[src/rtl/fft_addgen.sv]
`default_nettype none
// ============================================================================
// Module   : fft_addgen
// Purpose  : Address generator / sequencer for an in-place radix-2 FFT of
//            2^LEVEL points using ping-pong data memories. Walks LEVEL levels
//            of 2^(LEVEL-1) butterflies, presenting both data addresses, the
//            twiddle ROM address and the RAM read/write selects each cycle.
// Revision : 1.0 - initial release
// ============================================================================
module fft_addgen #(
    parameter int BIT_WIDTH = 16,   // datapath width, interface consistency only
    parameter int LEVEL     = 9     // log2(FFT length)
) (
    input  logic             clk,
    input  logic             reset,       // asynchronous, active-low
    input  logic             fft_enable,
    output logic [LEVEL-1:0] add_a,
    output logic [LEVEL-1:0] add_b,
    output logic [LEVEL-2:0] add_tw,
    output logic             mem_write0,
    output logic             mem_write1,
    output logic             read_sel,
    output logic             fft_done
);

    localparam int                 c_BF_W     = LEVEL - 1;
    localparam int                 c_LVL_W    = $clog2(LEVEL + 1);
    localparam logic [c_BF_W-1:0]  c_BF_MAX   = '1;
    localparam logic [c_LVL_W-1:0] c_LVL_DONE = c_LVL_W'(LEVEL);
    localparam logic [c_LVL_W-1:0] c_LVL_LAST = c_LVL_W'(LEVEL - 1);

    // Reject parameterisations the address arithmetic cannot support.
    if (LEVEL < 2 || BIT_WIDTH < 1) begin : g_param_check
        $error("fft_addgen: LEVEL must be >= 2 and BIT_WIDTH >= 1");
    end

    logic [c_BF_W-1:0]  r_fft_bf;
    logic [c_LVL_W-1:0] r_fft_level;
    logic               w_done;
    logic               w_step;
    logic [LEVEL-1:0]   w_a;
    logic [LEVEL-1:0]   w_b;
    logic [c_LVL_W-1:0] w_rot_back;
    logic [c_BF_W-1:0]  w_tw_mask;

    assign w_done = (r_fft_level == c_LVL_DONE);
    assign w_step = fft_enable & ~w_done;

    // Butterfly/level counters: butterfly wraps into the next level; frozen once done.
    always_ff @(posedge clk or negedge reset) begin
        if (!reset) begin
            r_fft_bf    <= '0;
            r_fft_level <= '0;
        end else if (w_step) begin
            if (r_fft_bf == c_BF_MAX) begin
                r_fft_bf    <= '0;
                r_fft_level <= r_fft_level + c_LVL_W'(1);
            end else begin
                r_fft_bf <= r_fft_bf + c_BF_W'(1);
            end
        end
    end

    // Butterfly pair before rotation: even/odd neighbours.
    assign w_a = {r_fft_bf, 1'b0};
    assign w_b = {r_fft_bf, 1'b1};

    // Rotate-left by the level; level 0 and level LEVEL both give identity
    // because one of the two shift terms then shifts everything out.
    assign w_rot_back = c_LVL_DONE - r_fft_level;
    assign add_a      = (w_a << r_fft_level) | (w_a >> w_rot_back);
    assign add_b      = (w_b << r_fft_level) | (w_b >> w_rot_back);

    // Twiddle mask keeps the top 'level' bits of the butterfly index; at the
    // last level (and in the done state) the full index passes through.
    always_comb begin
        w_tw_mask = c_BF_MAX;
        if (r_fft_level < c_LVL_LAST) begin
            w_tw_mask = c_BF_MAX << (c_LVL_LAST - r_fft_level);
        end
    end

    assign add_tw = r_fft_bf & w_tw_mask;

    // Ping-pong: even levels read RAM0 / write RAM1, odd levels the reverse.
    assign read_sel   = r_fft_level[0];
    assign mem_write0 =  r_fft_level[0] & w_step;
    assign mem_write1 = ~r_fft_level[0] & w_step;
    assign fft_done   = w_done;

endmodule
`default_nettype wire

[config.mk]
export PLATFORM = sky130hd
export DESIGN_NAME = fft_addgen
export DESIGN_NICKNAME = d
export VERILOG_FILES = /design/src/rtl/fft_addgen.sv
export SDC_FILE = /design/constraint.sdc
export NUM_CORES = 1
export LEC_CHECK = 0
export ABC_AREA = 1
export BUFFER_PORTS_ARGS = -buffer_cell sky130_fd_sc_hd__buf_2
export CELL_PAD_IN_SITES_DETAIL_PLACEMENT = 2
export CELL_PAD_IN_SITES_GLOBAL_PLACEMENT = 2
export CORE_MARGIN = 5
export CORE_UTILIZATION = 25
export CTS_BUF_LIST = sky130_fd_sc_hd__clkbuf_4 sky130_fd_sc_hd__clkbuf_8 sky130_fd_sc_hd__clkbuf_16
export CTS_CLUSTER_DIAMETER = 150
export DETAILED_ROUTE_END_ITERATION = 16
export GPL_TIMING_DRIVEN = 1
export PLACE_DENSITY_LB_ADDON = 0.12
export RECOVER_POWER = 100
export REMOVE_ABC_BUFFERS = 1
export SLEW_MARGIN = 20
export SYNTH_ARGS = -nofsm -noshare
export SYNTH_HDL_FRONTEND = slang
export SYNTH_SLANG_ARGS = --single-unit
[constraint.sdc]
create_clock -name clk -period 3.65 [get_ports clk]
set_input_delay 0.365 -clock clk [delete_from_list [all_inputs] [get_ports clk]]
set_output_delay 0.365 -clock clk [all_outputs]
set_load 0.1 [all_outputs]
Yosys cells after proc, flatten, opt, wreduce, memory -nomap -nowiden
Index checks and enable logic that the tools add are counted.
W data, S select, Z words.
{"block": "totals", "word_cells": 25, "inputBits": 3, "register_bits": 12, "out_inout_bits": 30}
{"block": "op_classes", "eq_ne": 2, "n_lt_le_gt_ge": 1, "muxes": 2, "shift": 5, "n_addsub": 4, "bitwise_logic": 8, "reduce_logical": 1}
{"op": "$or A9 B9 Y9", "count": 2}
{"op": "$shl A9 B4 Y9", "count": 2}
{"op": "$shr A9 B4 Y9", "count": 2}
{"op": "$mux W8", "count": 2}
{"op": "$add A8 B1 Y8 const B", "count": 1}
{"op": "$and A8 B8 Y8", "count": 1}
{"op": "$eq A8 B8 Y1 const B", "count": 1}
{"op": "$shl A8 B4 Y8 const A", "count": 1}
{"op": "$sub A4 B4 Y4 const A", "count": 2}
{"op": "$add A4 B1 Y4 const B", "count": 1}
{"op": "$eq A4 B4 Y1 const B", "count": 1}
{"op": "$lt A4 B4 Y1 const B", "count": 1}
{"op": "$and A1 B1 Y1", "count": 3}
{"op": "$not A1 Y1", "count": 2}
{"op": "$reduce_and A2 Y1", "count": 1}

Depth between registers and ports, before layout
Gate-level depths: netlist of the first run.
{"block": "depth", "depth_word": 4, "depth_mapped": 11, "ltp_nobuf": 9}

Worst setup path before layout of the first run
Ideal clock, no wire load.
{"block": "synth_path", "path_type": "register to output", "start": "register r_fft_level[0]", "end": "output add_tw[5]", "slack_ps": -900, "required_time_ps": 3285, "stages_incl_launch_ff": 7, "arrival_ps": 4185, "cell_sequence": "dfrtp_1 > buf_6 > inv_6 > buf_4 > ha_1 > ha_1 > a211oi_1"}
{"block": "synth_between", "elab_chain_len": 4, "elab_cells_between_ends": 5, "classes_between": "1 x add/sub; 1 x order compare; 1 x shift; 1 x mux; 1 x bitwise"}
{"element": "from (decl)", "line_no": "38", "text": "logic [c_LVL_W-1:0] r_fft_level;"}
{"element": "from (signal assigned)", "line_no": "57", "text": "r_fft_level <= r_fft_level + c_LVL_W'(1);"}
{"element": "$sub A4 B4 Y4", "line_no": "79", "text": "w_tw_mask = c_BF_MAX << (c_LVL_LAST - r_fft_level);"}
{"element": "$shl A8 B4 Y8", "line_no": "79"}
{"element": "$mux W8 *", "line_no": "78", "text": "if (r_fft_level < c_LVL_LAST) begin"}
{"element": "$and A8 B8 Y8 *", "line_no": "83", "text": "assign add_tw = r_fft_bf & w_tw_mask;"}
{"element": "to (decl)", "line_no": "19", "text": "output logic [LEVEL-2:0] add_tw,"}
Mark *: on every way between the ends. The rest lies on a longest branch, timed or not.

Worst setup path in the final report of the first run
{"block": "layout_path", "start": "register r_fft_level[1]", "end": "output mem_write0"}
{"block": "layout_between", "elab_chain_len": 4}
{"element": "$eq A4 B4 Y1", "line_no": "46", "text": "assign w_done = (r_fft_level == c_LVL_DONE);"}
{"element": "$not A1 Y1", "line_no": "47", "text": "assign w_step = fft_enable & ~w_done;"}
{"element": "$and A1 B1 Y1", "line_no": "47"}
{"element": "$and A1 B1 Y1", "line_no": "87", "text": "assign mem_write0 = r_fft_level[0] & w_step;"}
{"element": "to (decl)", "line_no": "20", "text": "output logic mem_write0,"}
Every way passes these cells.

==> results.sh, run 1 <==
export IMPL_synth_area_leaders="nand2_1 (25%), dfrtp_1 (21%), nand3_1 (11%)"
export IMPL_drtIter0Drc=43
export IMPL_nFillCells=730
export IMPL_netlist_instances=239
export IMPL_fmax_mhz=305
export IMPL_whs_ps=156
export IMPL_synth_cell_types=26
export IMPL_hold_class="in2async"
export IMPL_outcome="complete, no violations"
export IMPL_critPathTopFamily="buffers and inverters"
export IMPL_crit_type="reg2out"
export IMPL_arrival_ps=2910
export IMPL_p_int_w=0.000345
export IMPL_diodes=0
export IMPL_hold_viol=0
export IMPL_routed_wirelength_microns=5120
export IMPL_grt_max_degree=20
export IMPL_vias=1586
export IMPL_die_area_sq_mm=0.00729
export IMPL_clk_pin_slew_ps=60
export IMPL_die_w_microns=85.4
export IMPL_root_buffer="clkbuf_8"
export IMPL_worst_slew_pin_slew_ps=1170
export IMPL_hold_buffers=0
export IMPL_rows=27
export IMPL_fin_crit_sh=0.898
export IMPL_skew_ps=2.45
export IMPL_pwr_share_clk=0.183
export IMPL_synth_area_sq_mm=0.00142
export IMPL_h_tree_depth=1
export IMPL_clock_latency_ps=240
export IMPL_crit_fanout=17
export IMPL_drive_gt1_frac=0.146
export IMPL_via_per_inst=4.66
export IMPL_ys_seq_area_frac=0.211
export IMPL_grt_pass1_wl_microns=8800
export IMPL_wire_per_inst_microns=15.1
export IMPL_max_vdd_ir_drop_uv=447
export IMPL_cap_violations=0
export IMPL_synth_async_sr_flop_share=1.00
export IMPL_relSlewSlack=0.225
export IMPL_rsz0062_at_grt="false"
export IMPL_finalPower_w=0.000827
export IMPL_post_route_drc_count=0
export IMPL_place_gp_congestion=0.723
export IMPL_setup_violations=0
export IMPL_p_sw_frac=0.583
export IMPL_finalCoreUtilization=0.299
export IMPL_clk_path_buf_depth=2
export IMPL_antenna_found_initial=0
export IMPL_track_usage=0.150
export IMPL_yosysMostFrequentCell="nand2_1"
export IMPL_dpl_hpwl_microns=4340
export IMPL_drv_slew=0
export IMPL_overflow=0
export IMPL_first_global_vias=1756
export IMPL_cp_end_kind="primary output"
export IMPL_critPathRequiredTime_ps=3280
export IMPL_area_delta_synth_final_pct=15.9
export IMPL_critPathBufInv=4
export IMPL_final_min_clock_period_ps=3280
export IMPL_synth_ff_latch_count=12
export IMPL_io_pins=33
export IMPL_die_h_microns=85.4
export IMPL_crit_slowest_cell="dfrtp_1"
export IMPL_first_pass_iters=4
export IMPL_synth_largest_area_cell="nand2_1"
export IMPL_placedCellCount=336
export IMPL_pwr_share_comb=0.568
export IMPL_critPathMostFrequentCell="inv_1"
export IMPL_power_switching_w=0.000482
export IMPL_crit_path_cell_trace="inv_1 > ha_1 > nand2_1 > o21ai_4 > clkinvlp_2 > nand2_4 > inv_1 > buf_2"
export IMPL_ys_top_cells_by_count="nand2_1 (93), nand3_1 (32), inv_1 (26)"
export IMPL_slowest_delay_ps=510
export IMPL_cts_resized=0
export IMPL_final_cells=340
export IMPL_cts_setup_buffers=0
export IMPL_startpoint_type="flop"
export IMPL_seq_power_share=0.249
export IMPL_core_sq_mm=0.00551
export IMPL_start_util=0.258
export IMPL_antenna_left=0
export IMPL_io_buffers=32
export IMPL_synth_edff_count=0
export IMPL_syn_avg_cell_area_sq_um=5.94
export IMPL_ys_warn_count=0
export IMPL_p_leak_nw=0.948
export IMPL_power_density_mw_per_mm2=503
export IMPL_cts_tree="built"
export IMPL_ys_flop_type="dfrtp_1"
export IMPL_numCtsBuffers=3
export IMPL_cts_sinks=12
export IMPL_final_nets=280
export IMPL_synth_top_cell_area_share=0.246
==> registers in the layout (all words and copies together) (netlist names) <==
signal / count
r_fft_bf: 8
r_fft_level: 4
==> worst paths after layout <==
path	start	end	slack (ps)	cells past startpoint
min reg2reg	r_fft_level[2]	r_fft_level[2]	550	2
max reg2reg	r_fft_level[1]	r_fft_bf[5]	920	8
max	r_fft_level[1]	mem_write0	370	8
min in group clk	fft_enable	r_fft_bf[7]	480	4
min	reset	r_fft_bf[6]	160	1
max in group asynchronous	reset	r_fft_level[1]	3030	1
==> metrics by stage <==
| step | setup slack [ps] | TNS [ps] | instance area (sq um) |
|---|---|---|---|
| detailed placement | 790 | 0 | 1610 |
| floorplan | -972 | -5560 | 1360 |
| global route | 143 | 0 | 1650 |
| CTS | 510 | 0 | 1670 |
| finish | 374 | 0 | 1650 |
| global placement | 868 | 0 | 1610 |
==> metal layers <==
| layer | up-vias | global-route usage | routed length (microns) |
|---|---|---|---|
| met5 | - | 0 | 0 |
| met4 | 0 | 0.0129 | 0 |
| met3 | 0 | 0.0272 | 137 |
| met2 | 22 | 0.250 | 2340 |
| met1 | 752 | 0.210 | 2640 |
| li1 | 812 | - | - |
==> cell families (layout without fill, tap and decap cells) <==
family	after synthesis	count (layout)	share of synthesized area
DFF	12	12	0.211
adders and majority gates	8	8	0.0705
xor gates and xnor gates	4	4	0.0247
AOI/OAI and AO/OA	19	19	0.0864
buffers and inverters	36	65	0.125
and+or+nand+nor	160	160	0.482
==> layout make-up <==
| cell class | count | area, sq um | share of cell area |
|---|---|---|---|
| flip-flops and latches | 12 | 300 | 0.183 |
| multi-input cells | 191 | 927 | 0.563 |
| clock buffers | 4 | 55.1 | 0.0335 |
| well taps | 72 | 90.1 | 0.0548 |
| inverters | 28 | 111 | 0.0677 |
| repair buffers | 33 | 161 | 0.0981 |
==> power by group through the flow <==
| stage | clock network, W | logic [W] | registers (W) |
|---|---|---|---|
| 4_1_cts | 0.000158 | 0.000479 | 0.000208 |
| 2_1_floorplan | 0 | 0.000387 | 0.000194 |
| 5_1_grt | 0.000168 | 0.000509 | 0.000212 |
| 3_3_place_gp | 0 | 0.000475 | 0.000207 |
| 6_report | 0.000151 | 0.000470 | 0.000206 |
| 3_5_place_dp | 0 | 0.000478 | 0.000209 |
==> layout by cell type (no fill, tap or decap) <==
| cell type | n |
|---|---|
| nand2_1 | 94 |
| nand3_1 | 32 |
| inv_1 | 26 |
| clkbuf_2 | 25 |
| nor2_1 | 24 |
| dfrtp_1 | 12 |
| o21ai_0 | 10 |
| ha_1 | 8 |
| clkbuf_1 | 5 |
| nor3_1 | 4 |
| xor2_1 | 4 |
| clkbuf_8 | 4 |
| a211oi_1 | 3 |
| nand4_1 | 3 |
| a21oi_1 | 2 |
| buf_2 | 2 |
| inv_6 | 1 |
| nor2_2 | 1 |
| o31ai_1 | 1 |
| a21boi_0 | 1 |
| o21ai_4 | 1 |
| clkinvlp_2 | 1 |
| nand2_4 | 1 |
| nand3_2 | 1 |
| a21oi_2 | 1 |
| buf_4 | 1 |
Note: power is estimated with default switching activity, not from simulation.
==> inputs of run 2 (changes only) <==
--- a/config.mk
+++ b/config.mk
@@ -17,7 +17,6 @@
 export GPL_TIMING_DRIVEN = 1
 export PLACE_DENSITY_LB_ADDON = 0.12
 export RECOVER_POWER = 100
-export REMOVE_ABC_BUFFERS = 1
 export SLEW_MARGIN = 20
 export SYNTH_ARGS = -nofsm -noshare
 export SYNTH_HDL_FRONTEND = slang
==> results.sh, run 2 (same netlist as run 1, synthesis figures left out) <==
export IMPL_outcome="complete, no violations"
export IMPL_worst_slew_pin_slew_ps=1170
export IMPL_crit_slowest_cell="dfrtp_1"
export IMPL_seq_power_share=0.244
export IMPL_via_per_inst=4.72
export IMPL_drive_gt1_frac=0.154
export IMPL_whs_ps=151
export IMPL_hold_viol=0
export IMPL_clock_latency_ps=240
export IMPL_dpl_hpwl_microns=4370
export IMPL_fin_crit_sh=0.882
export IMPL_post_place_ws_ps=728
export IMPL_wire_per_inst_microns=15.6
export IMPL_layout_setup_ws_ps=431
export IMPL_cts_resized=0
export IMPL_final_nets=279
export IMPL_start_util=0.258
export IMPL_cap_violations=0
export IMPL_pwr_share_clk=0.181
export IMPL_numCtsBuffers=3
export IMPL_clk_path_buf_depth=2
export IMPL_drv_slew=0
export IMPL_die_w_microns=85.4
export IMPL_io_pins=33
export IMPL_first_pass_iters=4
export IMPL_power_switching_w=0.000491
export IMPL_slowest_delay_ps=520
export IMPL_io_buffers=32
export IMPL_crit_path_cell_trace="inv_1 > ha_1 > nand2_1 > inv_1 > nor2_1 > nor2_1 > nand2_1 > nand4_1 > clkbuf_2"
export IMPL_place_gp_congestion=0.813
export IMPL_fmax_mhz=311
export IMPL_final_cells=339
export IMPL_setup_violations=0
export IMPL_final_min_clock_period_ps=3220
export IMPL_arrival_ps=2850
export IMPL_critPathRequiredTime_ps=3280
export IMPL_antenna_found_initial=0
export IMPL_crit_fanout=17
export IMPL_startpoint_type="flop"
export IMPL_h_tree_depth=1
export IMPL_pwr_share_comb=0.575
export IMPL_post_route_drc_count=0
export IMPL_critPathBufInv=3
export IMPL_routed_wirelength_microns=5280
export IMPL_critPathTopFamily="buffers and inverters"
export IMPL_die_area_sq_mm=0.00729
export IMPL_die_h_microns=85.4
export IMPL_top_register="r_fft_bf"
export IMPL_p_int_w=0.000351
export IMPL_max_vdd_ir_drop_uv=282
export IMPL_grt_pass1_wl_microns=8910
export IMPL_cp_end_kind="primary output"
export IMPL_clk_pin_slew_ps=60
export IMPL_largest_reg_flops=8
export IMPL_area_delta_synth_final_pct=16.4
export IMPL_cts_tree="built"
export IMPL_cts_sinks=12
export IMPL_relSlewSlack=0.225
export IMPL_final_common_cell="nand2_1"
export IMPL_layout_cells_most_common_list="nand2_1 (94), nand3_1 (32), inv_1 (26)"
export IMPL_placedCellCount=335
export IMPL_core_sq_mm=0.00551
export IMPL_grt_max_degree=21
export IMPL_overflow=0
export IMPL_hold_class="in2async"
export IMPL_p_sw_frac=0.583
export IMPL_antenna_left=0
export IMPL_rows=27
export IMPL_p_leak_nw=0.951
export IMPL_track_usage=0.154
export IMPL_first_global_vias=1729
export IMPL_power_density_mw_per_mm2=510
export IMPL_vias=1600
export IMPL_fin_setup_tns_ps=0
export IMPL_crit_type="reg2out"
export IMPL_diodes=0
export IMPL_drtIter0Drc=59
export IMPL_hold_buffers=0
export IMPL_nFillCells=714
export IMPL_root_buffer="clkbuf_8"
export IMPL_synth_fp_nets=250
export IMPL_rsz0062_at_grt="false"
export IMPL_cts_setup_buffers=0
export IMPL_top_regs="r_fft_bf: 8 flops, r_fft_level: 4 flops"
export IMPL_skew_ps=0.610
-- run 2: power by group through the flow --
stage	sequential, W	combinational [W]	clock, W
CTS	0.000207	0.000494	0.000156
global placement	0.000208	0.000485	0
detailed placement	0.000208	0.000491	0
floorplan	0.000193	0.000398	0
global route	0.000213	0.000523	0.000166
finish	0.000206	0.000484	0.000152
-- run 2: final timing paths --
| check | start | to | slack (ps) | cells past startpoint |
|---|---|---|---|---|
| max | r_fft_level[1] | add_b[4] | 430 | 9 |
| min | reset | r_fft_bf[3] | 150 | 1 |
| max reg2reg | r_fft_level[1] | r_fft_level[2] | 1350 | 8 |
| min reg2reg | r_fft_bf[2] | r_fft_bf[2] | 550 | 1 |
| max in group asynchronous | reset | r_fft_level[3] | 3040 | 1 |
| min in group clk | fft_enable | r_fft_bf[7] | 500 | 4 |
-- run 2: final cells by class --
type,instances,area [sq um],share of cell area
multi-input combinational,191,941,0.569
sequential,12,300,0.182
timing repair buffer,32,154,0.0931
inverter,28,113,0.0681
tap,72,90.1,0.0545
clock buffer,4,55.1,0.0333
-- run 2: worst register-to-register path: cells and delay by family, from the launching register on --
kind,cells,cell delay (ps)
compound gates,1,120
fa+ha+maj,1,340
buf+inv,1,350
flops,1,570
simple gates,5,800
-- run 2: layer usage --
layer / track usage / share of wire
met3: 0.0272 / 0.029
met1: 0.224 / 0.53
met2: 0.237 / 0.43
met4: 0.0331 / 0.010
met5: 0 / 0
-- run 2: stage by stage --
step           instance area [sq um]   util  power, W
4_1_cts                         1680  0.305  0.000857
6_report                        1650  0.300  0.000842
3_3_place_gp                    1620  0.295  0.000693
3_5_place_dp                    1620  0.295  0.000699
5_1_grt                         1650  0.300  0.000903
2_1_floorplan                   1440      -  0.000592
==> inputs of run 3 (changes only) <==
--- a/config.mk
+++ b/config.mk
@@ -10,7 +10,7 @@
 export CELL_PAD_IN_SITES_DETAIL_PLACEMENT = 2
 export CELL_PAD_IN_SITES_GLOBAL_PLACEMENT = 2
 export CORE_MARGIN = 5
-export CORE_UTILIZATION = 25
+export CORE_UTILIZATION = 29
 export CTS_BUF_LIST = sky130_fd_sc_hd__clkbuf_4 sky130_fd_sc_hd__clkbuf_8 sky130_fd_sc_hd__clkbuf_16
 export CTS_CLUSTER_DIAMETER = 150
 export DETAILED_ROUTE_END_ITERATION = 16
==> results.sh, run 3 (same netlist as run 1, synthesis figures left out) <==
export IMPL_dpl_hpwl_microns=4320
export IMPL_rsz0062_at_grt="false"
export IMPL_die_h_microns=80.0
export IMPL_via_per_inst=4.89
export IMPL_wire_per_inst_microns=15.5
export IMPL_layout_cells_most_common_list="nand2_1 (94), nand3_1 (32), inv_1 (26), clkbuf_2 (26), nor2_1 (23)"
export IMPL_antenna_left=0
export IMPL_nFillCells=640
export IMPL_post_route_drc_count=0
export IMPL_drive_gt1_frac=0.150
export IMPL_arrival_ps=2810
export IMPL_wl_met3_microns=123
export IMPL_cp_end_kind="primary output"
export IMPL_cts_tree="built"
export IMPL_io_buffers=32
export IMPL_first_global_vias=1813
export IMPL_cts_sinks=12
export IMPL_outcome="complete, no violations"
export IMPL_setup_violations=0
export IMPL_top_regs="r_fft_bf: 8 flops, r_fft_level: 4 flops"
export IMPL_clock_latency_ps=240
export IMPL_hold_buffers=0
export IMPL_power_density_mw_per_mm2=496
export IMPL_fmax_mhz=315
export IMPL_area_delta_synth_final_pct=15.0
export IMPL_cts_resized=0
export IMPL_rows=25
export IMPL_hold_viol=0
export IMPL_fin_crit_sh=0.870
export IMPL_p_leak_nw=0.942
export IMPL_crit_type="reg2out"
export IMPL_cap_violations=0
export IMPL_drtIter0Drc=90
export IMPL_skew_ps=4.33
export IMPL_final_common_cell="nand2_1"
export IMPL_dpl_cell_area_sq_mm=0.00162
export IMPL_crit_fanout=17
export IMPL_cts_setup_buffers=0
export IMPL_finalInstanceArea_sq_mm=0.00163
export IMPL_grt_pass1_wl_microns=9080
export IMPL_place_gp_congestion=0.807
export IMPL_met2_length_microns=2340
export IMPL_clk_path_buf_depth=2
export IMPL_multi_input_area_sq_um=941
export IMPL_core_sq_mm=0.00475
export IMPL_finalCoreUtilization=0.343
export IMPL_vias=1630
export IMPL_grt_max_degree=21
export IMPL_finalPower_w=0.000809
export IMPL_relSlewSlack=0.222
export IMPL_largest_reg_flops=8
export IMPL_synth_fp_nets=250
export IMPL_track_usage=0.180
export IMPL_slowest_delay_ps=510
export IMPL_diodes=0
export IMPL_worst_slew_pin_slew_ps=1170
export IMPL_die_area_sq_mm=0.00640
export IMPL_antenna_found_initial=0
export IMPL_crit_path_cell_trace="inv_1 > ha_1 > nand2_1 > inv_1 > nor2_1 > nor2_2 > a21boi_0 > nand2_1 > clkbuf_2"
export IMPL_critPathRequiredTime_ps=3280
export IMPL_routed_top_layer="met4"
export IMPL_root_buffer="clkbuf_8"
export IMPL_final_min_clock_period_ps=3170
export IMPL_crit_slowest_cell="dfrtp_1"
export IMPL_routed_wirelength_microns=5160
export IMPL_top_register="r_fft_bf"
export IMPL_drv_slew=0
export IMPL_start_util=0.299
export IMPL_max_vdd_ir_drop_uv=372
export IMPL_hold_class="in2async"
export IMPL_io_pins=33
export IMPL_met1Wirelength_microns=2670
export IMPL_final_nets=279
export IMPL_regArea_sq_um=300
export IMPL_numCtsBuffers=3
export IMPL_h_tree_depth=1
export IMPL_first_pass_iters=4
export IMPL_die_w_microns=80.0
export IMPL_startpoint_type="flop"
export IMPL_clk_pin_slew_ps=50
export IMPL_overflow=0
==> run 3: cell types whose count changed in the layout (fill, tap and decap cells not counted), sizes merged <==
cell and change:
clkbuf +1, buf -2
==> run 3: per-layer routing <==
metal  GRT usage  vias to the layer above
met1       0.248                      794
met5           0                        -
li1            -                      813
met3      0.0293                        2
met2       0.300                       21
met4      0.0236                        0
==> run 3: power breakdown <==
group / internal, W / switching, W / total [W]
clock network: 0.0000728 / 0.0000497 / 0.000122
registers: 0.000163 / 0.0000441 / 0.000207
logic: 0.0000921 / 0.000388 / 0.000480
==> run 3: worst max-delay path, delay by kind of cell, from the launching register on <==
kind                     cells  cell delay [ps]
AO/OA/AOI/OAI                1              160
adder cells (fa/ha/maj)      1              280
buffers and inverters        3              970
flip-flops                   1              510
AND/OR/NAND/NOR              4              630
==> run 3: area by class of cell <==
class | instances | share of cell area
clock buffers | 3 | 0.0253
flip-flops and latches | 12 | 0.184
well taps | 67 | 0.0513
inverters | 28 | 0.0690
multi-input cells | 191 | 0.576
repair buffers | 32 | 0.0943
==> run 3: worst paths after layout <==
| kind | slack [ps] | cells past startpoint | start | end |
|---|---|---|---|---|
| hold reg to reg | 540 | 2 | r_fft_level[2] | r_fft_level[2] |
| setup reg to reg | 1410 | 8 | r_fft_level[1] | r_fft_bf[5] |
| min in group clk | 490 | 4 | fft_enable | r_fft_bf[7] |
| hold / removal | 140 | 1 | reset | r_fft_level[0] |
| max in group asynchronous | 3060 | 1 | reset | r_fft_bf[3] |
| setup / recovery | 480 | 9 | r_fft_level[1] | add_b[0] |
==> run 3: through the flow <==
| stage | setup TNS [ps] | hold slack, ps | worst slack [ps] | cells |
|---|---|---|---|---|
| 2_1_floorplan | -2610 | 69.4 | -900 | 239 |
| 3_3_place_gp | 0 | 268 | 772 | 330 |
| 3_5_place_dp | 0 | 271 | 781 | 330 |
| 4_1_cts | 0 | 2.84 | 489 | 333 |
| 5_1_grt | 0 | 215 | 179 | 333 |
| 6_report | 0 | 142 | 476 | 333 |
